===== src/rtl/cnn_pkg.sv =====
// Shared CNN-accelerator definitions: weight-loader FSM encoding and default buffer depth.
// Latency: none (types and constants only).
// Backpressure: not applicable.
package cnn_pkg;

  // Weights per kernel; this is also the depth of the weight shift buffer.
  localparam int WGT_DEPTH_DEF = 4;

  // Width of one weight word.
  localparam int WGT_DATA_W = 8;

  // Weight-loader sequencing states.
  typedef enum logic [2:0] {
    WL_IDLE  = 3'd0,
    WL_FETCH = 3'd1,
    WL_DRAIN = 3'd2,
    WL_READY = 3'd3,
    WL_DONE  = 3'd4
  } wl_state_e;

endpackage


===== src/rtl/wgt_load_ctrl.sv =====
// Weight loader: streams WGT_DEPTH words per kernel from weight memory into a shift buffer, one kernel at a time.
// Latency: first read in the cycle after start, kernel valid WGT_DEPTH+2 cycles after start, done one cycle after last compute_done.
// Backpressure: holds each loaded kernel in READY until compute_done; abort or reset cancels at any point.
module wgt_load_ctrl
  import cnn_pkg::*;
#(
  parameter int ADDR_W    = 10,
  parameter int KCNT_W    = 8,
  parameter int WGT_DEPTH = WGT_DEPTH_DEF
) (
  input  logic                         clk,
  input  logic                         rst_n,
  input  logic                         start,
  input  logic [ADDR_W-1:0]            base_addr,
  input  logic [KCNT_W-1:0]            num_kernels,
  input  logic                         abort,
  input  logic                         compute_done,
  output logic                         mem_rd_en,
  output logic [ADDR_W-1:0]            mem_addr,
  input  logic signed [WGT_DATA_W-1:0] mem_rdata,
  output logic                         wgt_read,
  output logic signed [WGT_DATA_W-1:0] wgt_input,
  output logic                         wgt_valid,
  output logic                         busy,
  output logic                         done
);

  localparam int WIDX_W = (WGT_DEPTH > 1) ? $clog2(WGT_DEPTH) : 1;
  localparam logic [WIDX_W-1:0] WIDX_LAST = WIDX_W'(WGT_DEPTH - 1);
  localparam logic [ADDR_W-1:0] KSTRIDE   = ADDR_W'(WGT_DEPTH);

  wl_state_e           state_q, state_d;
  logic [ADDR_W-1:0]   base_q, base_d;
  logic [KCNT_W-1:0]   nk_q, nk_d;
  logic [KCNT_W-1:0]   kidx_q, kidx_d;
  logic [WIDX_W-1:0]   widx_q, widx_d;
  logic                rd_q, rd_d;
  logic [KCNT_W:0]     kidx_inc;
  logic [ADDR_W-1:0]   fetch_addr;

  // Kernel index plus one, one bit wider so the compare against num_kernels cannot overflow.
  assign kidx_inc = {1'b0, kidx_q} + (KCNT_W+1)'(1);

  // Word address within the flat weight image; wraps naturally at 2^ADDR_W.
  assign fetch_addr = base_q + ADDR_W'(kidx_q) * KSTRIDE + ADDR_W'(widx_q);

  // Next-state, counter and latch update logic; abort overrides everything else.
  always_comb begin
    state_d = state_q;
    base_d  = base_q;
    nk_d    = nk_q;
    kidx_d  = kidx_q;
    widx_d  = widx_q;
    rd_d    = 1'b0;

    case (state_q)
      WL_IDLE: begin
        if (start) begin
          base_d  = base_addr;
          nk_d    = num_kernels;
          kidx_d  = '0;
          widx_d  = '0;
          state_d = (num_kernels == '0) ? WL_DONE : WL_FETCH;
        end
      end

      WL_FETCH: begin
        // A read issued this cycle returns data next cycle, so shift next cycle.
        rd_d = 1'b1;
        if (widx_q == WIDX_LAST) begin
          widx_d  = '0;
          state_d = WL_DRAIN;
        end else begin
          widx_d = widx_q + WIDX_W'(1);
        end
      end

      WL_DRAIN: begin
        // Final word is shifted in during this cycle.
        state_d = WL_READY;
      end

      WL_READY: begin
        if (compute_done) begin
          kidx_d = kidx_inc[KCNT_W-1:0];
          if (kidx_inc < {1'b0, nk_q}) begin
            state_d = WL_FETCH;
          end else begin
            state_d = WL_DONE;
          end
        end
      end

      WL_DONE: begin
        state_d = WL_IDLE;
      end

      default: begin
        state_d = WL_IDLE;
      end
    endcase

    // Cancel: back to IDLE with no pending shift; a read in flight is simply discarded.
    if (abort) begin
      state_d = WL_IDLE;
      widx_d  = '0;
      rd_d    = 1'b0;
    end
  end

  // State, counters, latched inputs and the registered shift enable.
  always_ff @(posedge clk) begin
    if (!rst_n) begin
      state_q <= WL_IDLE;
      base_q  <= '0;
      nk_q    <= '0;
      kidx_q  <= '0;
      widx_q  <= '0;
      rd_q    <= 1'b0;
    end else begin
      state_q <= state_d;
      base_q  <= base_d;
      nk_q    <= nk_d;
      kidx_q  <= kidx_d;
      widx_q  <= widx_d;
      rd_q    <= rd_d;
    end
  end

  // Outputs are decoded from the registered state so they are glitch-free from reset.
  always_comb begin
    mem_rd_en = (state_q == WL_FETCH);
    mem_addr  = mem_rd_en ? fetch_addr : '0;
    wgt_read  = rd_q;
    wgt_input = mem_rdata;
    wgt_valid = (state_q == WL_READY);
    busy      = (state_q != WL_IDLE);
    done      = (state_q == WL_DONE);
  end

endmodule


===== config.mk =====
export PLATFORM = sky130hd
export DESIGN_NAME = wgt_load_ctrl
export DESIGN_NICKNAME = d
export VERILOG_FILES = /design/src/rtl/cnn_pkg.sv /design/src/rtl/wgt_load_ctrl.sv
export SDC_FILE = /design/constraint.sdc
export NUM_CORES = 1
export LEC_CHECK = 0
export ABC_CLOCK_PERIOD_IN_PS = 2980
export CORE_MARGIN = 2
export CORE_UTILIZATION = 40
export CTS_CLUSTER_DIAMETER = 120
export DETAILED_ROUTE_END_ITERATION = 7
export PLACE_DENSITY = 0.65
export SETUP_SLACK_MARGIN = 0.1
export SLEW_MARGIN = 20
export SYNTH_ARGS = -nofsm -noshare
export SYNTH_HDL_FRONTEND = slang
export SYNTH_SLANG_ARGS = --single-unit

===== constraint.sdc =====
create_clock -name clk -period 2.98 [get_ports clk]
set_clock_uncertainty 0.05 [all_clocks]
set_input_delay 0.298 -clock clk [delete_from_list [all_inputs] [get_ports clk]]
set_output_delay 0.298 -clock clk [all_outputs]
set_load 0.05 [all_outputs]

==> results of run 1 <==
## power by group through the flow
stage | clock network (mW) | registers (mW) | logic [mW]
global route | 0.395 | 0.456 | 0.165
global placement | 0 | 0.463 | 0.149
detailed placement | 0 | 0.464 | 0.149
CTS | 0.372 | 0.454 | 0.150
floorplan | 0 | 0.461 | 0.117
finish | 0.358 | 0.454 | 0.149
## per-stage QoR
stage / util / instances
2_1_floorplan: - / 275
3_3_place_gp: 0.483 / 369
3_5_place_dp: 0.483 / 369
4_1_cts: 0.500 / 376
5_1_grt: 0.504 / 376
6_report: 0.504 / 376
## tightest hold or removal path, stage by stage (launching register included)
cell      delay [ns]
dfxtp_1         0.31
nand2_1         0.05
a21boi_1        0.05
## layer usage
metal	track usage	up-vias	part of all wire
met3	0.0345	6	0.041
met4	0.0649	0	0.013
met2	0.292	40	0.46
li1	-	1029	-
met5	0	-	0
met1	0.229	889	0.49
## final cells by class
class,instances,area [um^2],area share
multi-input combinational,209,1410,0.517
inverter,14,52.6,0.0193
clock buffer,7,96.3,0.0354
timing repair buffer,42,435,0.160
tap,72,90.1,0.0331
sequential,32,641,0.235
## registers in the layout (all words and copies together), names as in the netlist
signal and flops:
kidx_q 8, base_q 10, nk_q 8, widx_q 2, wgt_read 1, state_q 3
## layout by cell type (no fill, tap or decap), types with 8 or more instances in the layout
cell type / count
a21boi_0: 22
a21oi_1: 9
nand3_1: 12
ha_1: 18
o21ai_0: 8
nand2_1: 49
inv_1: 14
clkdlybuf4s50_1: 28
dfxtp_1: 32
buf_4: 10
nor2_1: 11
## kinds of logic (layout without fill, tap and decap cells)
logic type | count (synthesis) | after routing
and+or+nand+nor | 106 | 106
AOI/OAI and AO/OA | 71 | 71
buffers and inverters | 34 | 63
DFF | 32 | 32
adders and majority gates | 19 | 19
xor gates and xnor gates | 10 | 10
muxes | 3 | 3
## final timing paths
check,start,end,slack [ns],cells after the start
worst max-delay path,widx_q[0],mem_addr[8],0.23,7
worst min-delay path,base_q[6],base_q[6],0.41,2
worst max register to register,kidx_q[0],state_q[2],0.50,9
worst min register to register,base_q[6],base_q[6],0.41,2
==> results.txt, run 1 <==
Design Power = 961 uW
Area growth, synth to finish = 23.2%
Period minus WS final = 2.75 ns
Net load switching power = 242 uW
Leakage power = 1.07 nW
Yosys reg bits = 32
Warnings from Yosys = 0
Total wire length = 5.07 mm
Sequential share of the synthesized area = 0.290
Setup TNS Final = 0 ns
Crit end category = primary output
Post-synth top cells = nand2_1, dfxtp_1, a21boi_0
Syn Inst Count = 275
First-pass GRT wire length = 8.54 mm
Number of max-cap violations = 0
Switch share = 0.252
Syn Std Cell Area = 2210 um^2
Filler cell count = 546
Diodes inserted = 0
Worst EP required = 2.63 ns
Crit-path max cell delay = 0.43 ns
PwrDens = 353 nW/um^2
Total gr overflow = 0
Final Net Count = 354
Vias per std cell = 5.22
Fin area = 2720 um^2
CTS tree = done
Sequential cell fraction of total power = 0.473
Clock Path Buffers = 2
Final hold slack = 0.409 ns
Hold Fails Final Rpt = 0
Post-route ant nets = 0
# DRC = 0
Buffers & Inverters on Critical Path = 1
Period utilization = 0.922
Post-cts sizing count = 0
Peak VDD IR = 0.207 mV
Setup ws final = 0.233 ns
Die Y-Extent = 78.3 um
Unrepaired setup endpoints after global routing = no
CP cell instances = ha_1 -> fa_1 -> a21oi_2 -> o2111ai_2 -> o31ai_2 -> mux2i_2 -> buf_12
CTS Buf Count = 5
Status = finished, final reports clean
Core area = 5410 um^2
Crit start category = register
Clock power frac = 0.373
Avg Synthesized Cell Area = 8.04 um^2
Mux contribution to synthesized area = 0.0147
Critical setup path kind = register to primary output
Fraction of the mapped netlist area in adder cells = 0.111
DR pass1 iterations = 4
Number of global-route vias before repair = 1,808
Top area cells in the synthesized netlist = dfxtp_1, ha_1, nand2_1
Synth async-reset ratio = 0
Cell accounting for the most synthesized area = dfxtp_1
Postcts setup bufs = 0
Std cell rows = 27
Synth cell types = 51
All-Layer GR Usage = 0.177
IO Pins = 54
Synth Area in XOR/XNOR = 0.0396
Cell Area, Placed = 2610 um^2
Routed wire length per instance = 13.5 um
Critical path fanouts, max = 4
EDFF count, synth = 0
Crit path max-delay family = adder cells
Clock latency at the later pin of the worst-skew pair = 0.28 ns
Largest net degree at the start of global routing = 30
DP Worst Slack = 0.431 ns
CTS clk-pin slew, worst paths = 0.06 ns
Port Buf Inserts = 37
Top-area cell type share of the netlist area = 0.290
Sink Count = 32
Vias = 1,964
Slew Limit Fails = 0
Placer Congestion = 0.831
Crit-path slowest cell = fa_1
Worst EP arrival = 2.40 ns
Max Fclk = 364 MHz
H-tree levels = 2
Layout cells sized above 1 = 0.0954
Post-Synth Simple-Gate Area = 0.239
Largest family of logic cells by synthesized area = simple AND/OR/NAND/NOR gates
Compound-Gate Fraction of Synth Area = 0.224
Detailed Route Iter0 Violations = 51
Slew @ Worst Pin = 0.557 ns
Dpl hpwl = 3.91 mm
Int Pwr = 719 uW
Hold buffer count at cts = 0
Most common cell in the netlist = nand2_1
# setup viols final = 0
Worst slew margin = 0.625
Dominant synthesized flop cell = dfxtp_1
Starting Density = 0.409
Comb power frac = 0.155
Root buffer cell = clkbuf_8
Hold Path Class = register to register
Synthesized Nets = 325
Antenna violations before repair = 0
Die W = 78.3 um
Die area = 6140 um^2
Power figures use the tool's default switching activity.
==> inputs of run 2 (changes only) <==
- CTS_CLUSTER_SIZE: not set -> 24
- MAX_ROUTING_LAYER: not set -> met4
==> run 2 against run 1 <==
Against the previous run: first-iteration DRC count shrank 2.0%; core utilization is the same; largest power group unchanged; sequential share of layout area stayed put; critical path depth is the same; combinational power barely moved; largest cell class unchanged; register-to-register slack hardly changed; count of clock-buffer cells in the layout did not move; global-route usage is 0.51 points higher.
==> results.txt, run 2 (same netlist as run 1, synthesis figures left out) <==
Status = finished, final reports clean
Std cell rows = 27
Unrepaired setup endpoints after global routing = no
Number of global-route vias before repair = 1,809
First-pass GRT wire length = 8.54 mm
Critical setup path kind = register to primary output
CTS clk-pin slew, worst paths = 0.06 ns
Filler cell count = 546
Starting Density = 0.409
Worst setup startpoint = widx_q[0]
Worst slew margin = 0.625
DR pass1 iterations = 4
Vias = 1,965
Antenna violations before repair = 0
Die Y-Extent = 78.3 um
Crit start category = register
Vias per std cell = 5.23
Crit end category = primary output
Clock Path Buffers = 2
Die area = 6140 um^2
Crit-path slowest cell = fa_1
# setup viols final = 0
Top reg by flops = base_q
Postcts setup bufs = 0
Total wire length = 5.07 mm
Top Registers = base_q: 10 flops, kidx_q: 8 flops, nk_q: 8 flops
Layout cells sized above 1 = 0.0954
Hold buffer count at cts = 0
CP cell instances = ha_1 -> fa_1 -> a21oi_2 -> o2111ai_2 -> o31ai_2 -> mux2i_2 -> buf_12
Leading cell type in the layout, fill and taps excluded = nand2_1
Non-Filler Instances = 376
Post-route ant nets = 0
Peak VDD IR = 0.207 mV
Number of max-cap violations = 0
Area growth, synth to finish = 23.2%
Max Fclk = 364 MHz
Crit-path max cell delay = 0.43 ns
PwrDens = 353 nW/um^2
CTS Buf Count = 5
Worst EP arrival = 2.40 ns
All-Layer GR Usage = 0.182
# DRC = 0
Footprint of the multi-input gates = 1410 um^2
Hold Fails Final Rpt = 0
Port Buf Inserts = 37
Diodes inserted = 0
Reg2reg start = kidx_q[0]
Post-cts sizing count = 0
Placer Congestion = 0.844
Total gr overflow = 0
Slew @ Worst Pin = 0.557 ns
Die W = 78.3 um
Leakage power = 1.07 nW
Register area = 641 um^2
Final Net Count = 354
Core area = 5410 um^2
Detailed Route Iter0 Violations = 50
Slew Limit Fails = 0
Sink Count = 32
Root buffer cell = clkbuf_8
Setup TNS Final = 0 ns
H-tree levels = 2
Placed cells = 369
Hold Path Class = register to register
Hold Path Origin = base_q[6]
Dpl hpwl = 3.91 mm
Worst EP required = 2.63 ns
IO Pins = 54
CTS tree = done
Largest net degree at the start of global routing = 30
Commonest non-fill, non-tap cells in the layout = nand2_1, dfxtp_1, clkdlybuf4s50_1
Critical path fanouts, max = 4
Clock latency at the later pin of the worst-skew pair = 0.28 ns
Design Power = 961 uW
Period utilization = 0.922
Max reg flops = 10
Period minus WS final = 2.75 ns
Routed wire length per instance = 13.5 um
-- run 2: report_power, final --
part | internal (mW) | total (mW) | switching (mW)
combinational | 0.0704 | 0.149 | 0.0783
sequential | 0.444 | 0.454 | 0.0109
clock | 0.205 | 0.358 | 0.152
-- run 2: worst paths after layout --
path                 end  slack [ns]  depth (start not counted)
max          mem_addr[8]        0.23                          7
min            base_q[6]        0.41                          2
max reg2reg   state_q[2]        0.50                          9
min reg2reg    base_q[6]        0.41                          2
-- run 2: cell type report --
cell class	count	share of cell area
Inverter	14	0.0193
Tap cell	72	0.0331
Multi-Input combinational cell	209	0.517
Sequential cell	32	0.235
Clock buffer	7	0.0354
Timing Repair Buffer	42	0.160
-- run 2: per-stage QoR --
stage	hold WS (ns)	worst slack [ns]	util	cell area, um^2
after floorplan	0.365	0.191	-	2210
after global placement	0.397	0.468	0.483	2610
after detailed placement	0.404	0.431	0.483	2610
after CTS	0.415	0.115	0.500	2710
after global routing	0.434	0.117	0.504	2720
final	0.409	0.233	0.504	2720
-- run 2: routing by layer --
layer | vias up | wire (um) | track usage
met3 | 6 | 203 | 0.0345
li1 | 1029 | - | -
met2 | 38 | 2350 | 0.292
met5 | - | 0 | -
met1 | 892 | 2450 | 0.229
met4 | 0 | 65 | 0.0649
-- run 2: worst max-delay path: cells and delay by family (launching register included) --
kind | cells | cell delay (ns)
compound gates | 3 | 0.64
fa+ha+maj | 2 | 0.66
buf+inv | 1 | 0.17
flops | 1 | 0.34
mux | 1 | 0.31
==> inputs of run 3 (changes only) <==
- CORE_UTILIZATION: 40 -> 25
- PLACE_DENSITY: 0.65 -> not set
- PLACE_DENSITY_LB_ADDON: not set -> 0.05
==> run 3 against run 2 <==
Against the previous run: routed wire length grew 15%; register-to-register slack lost 0.04 ns; critical path depth is the same; power grew 7.8%; design area grew 2.0%; via count shrank 0.36%; first-iteration DRC count grew 38%; worst setup slack lost 0.041 ns; global-route usage shrank 5.0 points; highest routed layer unchanged.
==> results.txt, run 3 (same netlist as run 1, synthesis figures left out) <==
Status = finished, final reports clean
CTS Buf Count = 5
Critical setup path kind = register to primary output
CP cell instances = ha_1 -> fa_1 -> a21oi_2 -> o2111ai_2 -> o31ai_2 -> mux2i_1 -> buf_12
IO Pins = 54
Leakage power = 1.08 nW
Leading cell type in the layout, fill and taps excluded = nand2_1
Peak VDD IR = 0.164 mV
Unrepaired setup endpoints after global routing = yes
Worst EP required = 2.63 ns
DP Worst Slack = 0.368 ns
Hold Path Class = register to register
Final Util = 0.322
Hold Path End = nk_q[2]
Crit start category = register
Switch share = 0.265
Postcts setup bufs = 0
Max Fclk = 359 MHz
Layout cells sized above 1 = 0.102
First-pass GRT wire length = 9.93 mm
Net load switching power = 275 uW
Top Registers = base_q: 10 flops, kidx_q: 8 flops, nk_q: 8 flops
Placed cells = 405
Design Power = 1.04 mW
Worst slew margin = 0.624
Capturing point of the worst reg2reg path = state_q[2]
Largest net degree at the start of global routing = 29
Top reg by flops = base_q
Clock power frac = 0.415
Highest Signal Layer = met4
Final Net Count = 354
Area growth, synth to finish = 25.7%
Critical path fanouts, max = 4
Total gr overflow = 0
# DRC = 0
Metal-1 WL = 3.01 mm
Sink Count = 32
Non-Filler Instances = 413
Sequential cell fraction of total power = 0.437
Die area = 9610 um^2
Total wire length = 5.84 mm
Min-Delay Path Depth = 2
Root buffer cell = clkbuf_8
Die Y-Extent = 98.0 um
Max reg flops = 10
Worst EP arrival = 2.44 ns
Diodes inserted = 0
Placer Congestion = 0.734
Crit-path max cell delay = 0.43 ns
Met2 WL = 2.56 mm
Detailed Route Iter0 Violations = 69
Post-route ant nets = 0
Std cell rows = 34
Slew Limit Fails = 0
Number of max-cap violations = 0
# setup viols final = 0
Hold Path Origin = nk_q[2]
Reg2reg start = kidx_q[0]
CTS tree = done
Crit end category = primary output
Clock Path Buffers = 2
Core area = 8640 um^2
Vias = 1,958
Slew @ Worst Pin = 0.562 ns
Routed wire length per instance = 14.1 um
All-Layer GR Usage = 0.132
Clock latency at the later pin of the worst-skew pair = 0.29 ns
H-tree levels = 2
PwrDens = 373 nW/um^2
Int Pwr = 761 uW
Comb power frac = 0.149
Hold Fails Final Rpt = 0
Met3 routed WL = 218 um
FF-to-FF path depth = 9
Port Buf Inserts = 37
Starting Density = 0.256
R2R Setup Slk = 0.46 ns
Number of global-route vias before repair = 1,931
DR pass1 iterations = 4
Setup ws final = 0.192 ns
CTS clk-pin slew, worst paths = 0.08 ns
Period utilization = 0.935
Period minus WS final = 2.79 ns
Setup TNS Final = 0 ns
Crit-path slowest cell = fa_1
Die W = 98.0 um
Vias per std cell = 4.74
Antenna violations before repair = 0
Commonest non-fill, non-tap cells in the layout = nand2_1, dfxtp_1, clkdlybuf4s50_1
Dpl hpwl = 4.53 mm
-- run 3: area by class of cell --
type	instances	area [um^2]
fill	925	5860
multi-input combinational	209	1410
sequential	32	642
timing repair buffer	42	433
tap	108	135
clock buffer	5	68.8
inverter	14	52.6
clock inverter	3	42.5
-- run 3: timing repair --
action | 4_1_cts | 5_1_grt
hold endpoints to repair | 0 | 0
gates resized for setup | 3 | 1
endpoints found under the setup margin | 1 | 2
hold buffers | 0 | 0
pin swaps | 1 | 1
-- run 3: per-stage QoR --
step | hold slack (ns) | cell area [um^2]
5_1_grt | 0.442 | 2780
2_1_floorplan | 0.365 | 2210
6_report | 0.418 | 2780
4_1_cts | 0.420 | 2780
3_5_place_dp | 0.409 | 2650
3_3_place_gp | 0.405 | 2650
-- run 3: how the worst max path moves through the flow --
| stage | startpoint | to | slack (ns) |
|---|---|---|---|
| 3_5_place_dp | widx_q[0] | mem_addr[8] | 0.37 |
| 4_1_cts | widx_q[0] | mem_addr[8] | 0.10 |
| 5_1_grt | widx_q[0] | mem_addr[8] | 0.04 |
| 2_1_floorplan | widx_q[0] | mem_addr[8] | 0.19 |
| 6_report | widx_q[0] | mem_addr[8] | 0.19 |
| 3_3_place_gp | widx_q[0] | mem_addr[8] | 0.40 |
-- run 3: layer usage --
metal	up-vias	track usage
met5	-	-
met4	0	0.0321
met3	6	0.0258
met2	38	0.198
met1	882	0.182
li1	1032	-
-- run 3: power by group through the flow --
stage                     sequential (mW)  clock, mW  combinational [mW]
after floorplan                     0.461          0               0.117
after global placement              0.463          0               0.158
after detailed placement            0.462          0               0.157
after CTS                           0.453      0.444               0.157
after global routing                0.454      0.462               0.174
final                               0.452      0.429               0.154
-- run 3: critical path: cells and delay by family, from the launching register on --
kind	cells	cell delay [ns]
fa+ha+maj	2	0.66
compound gates	3	0.64
flops	1	0.34
mux	1	0.33
buf+inv	1	0.18
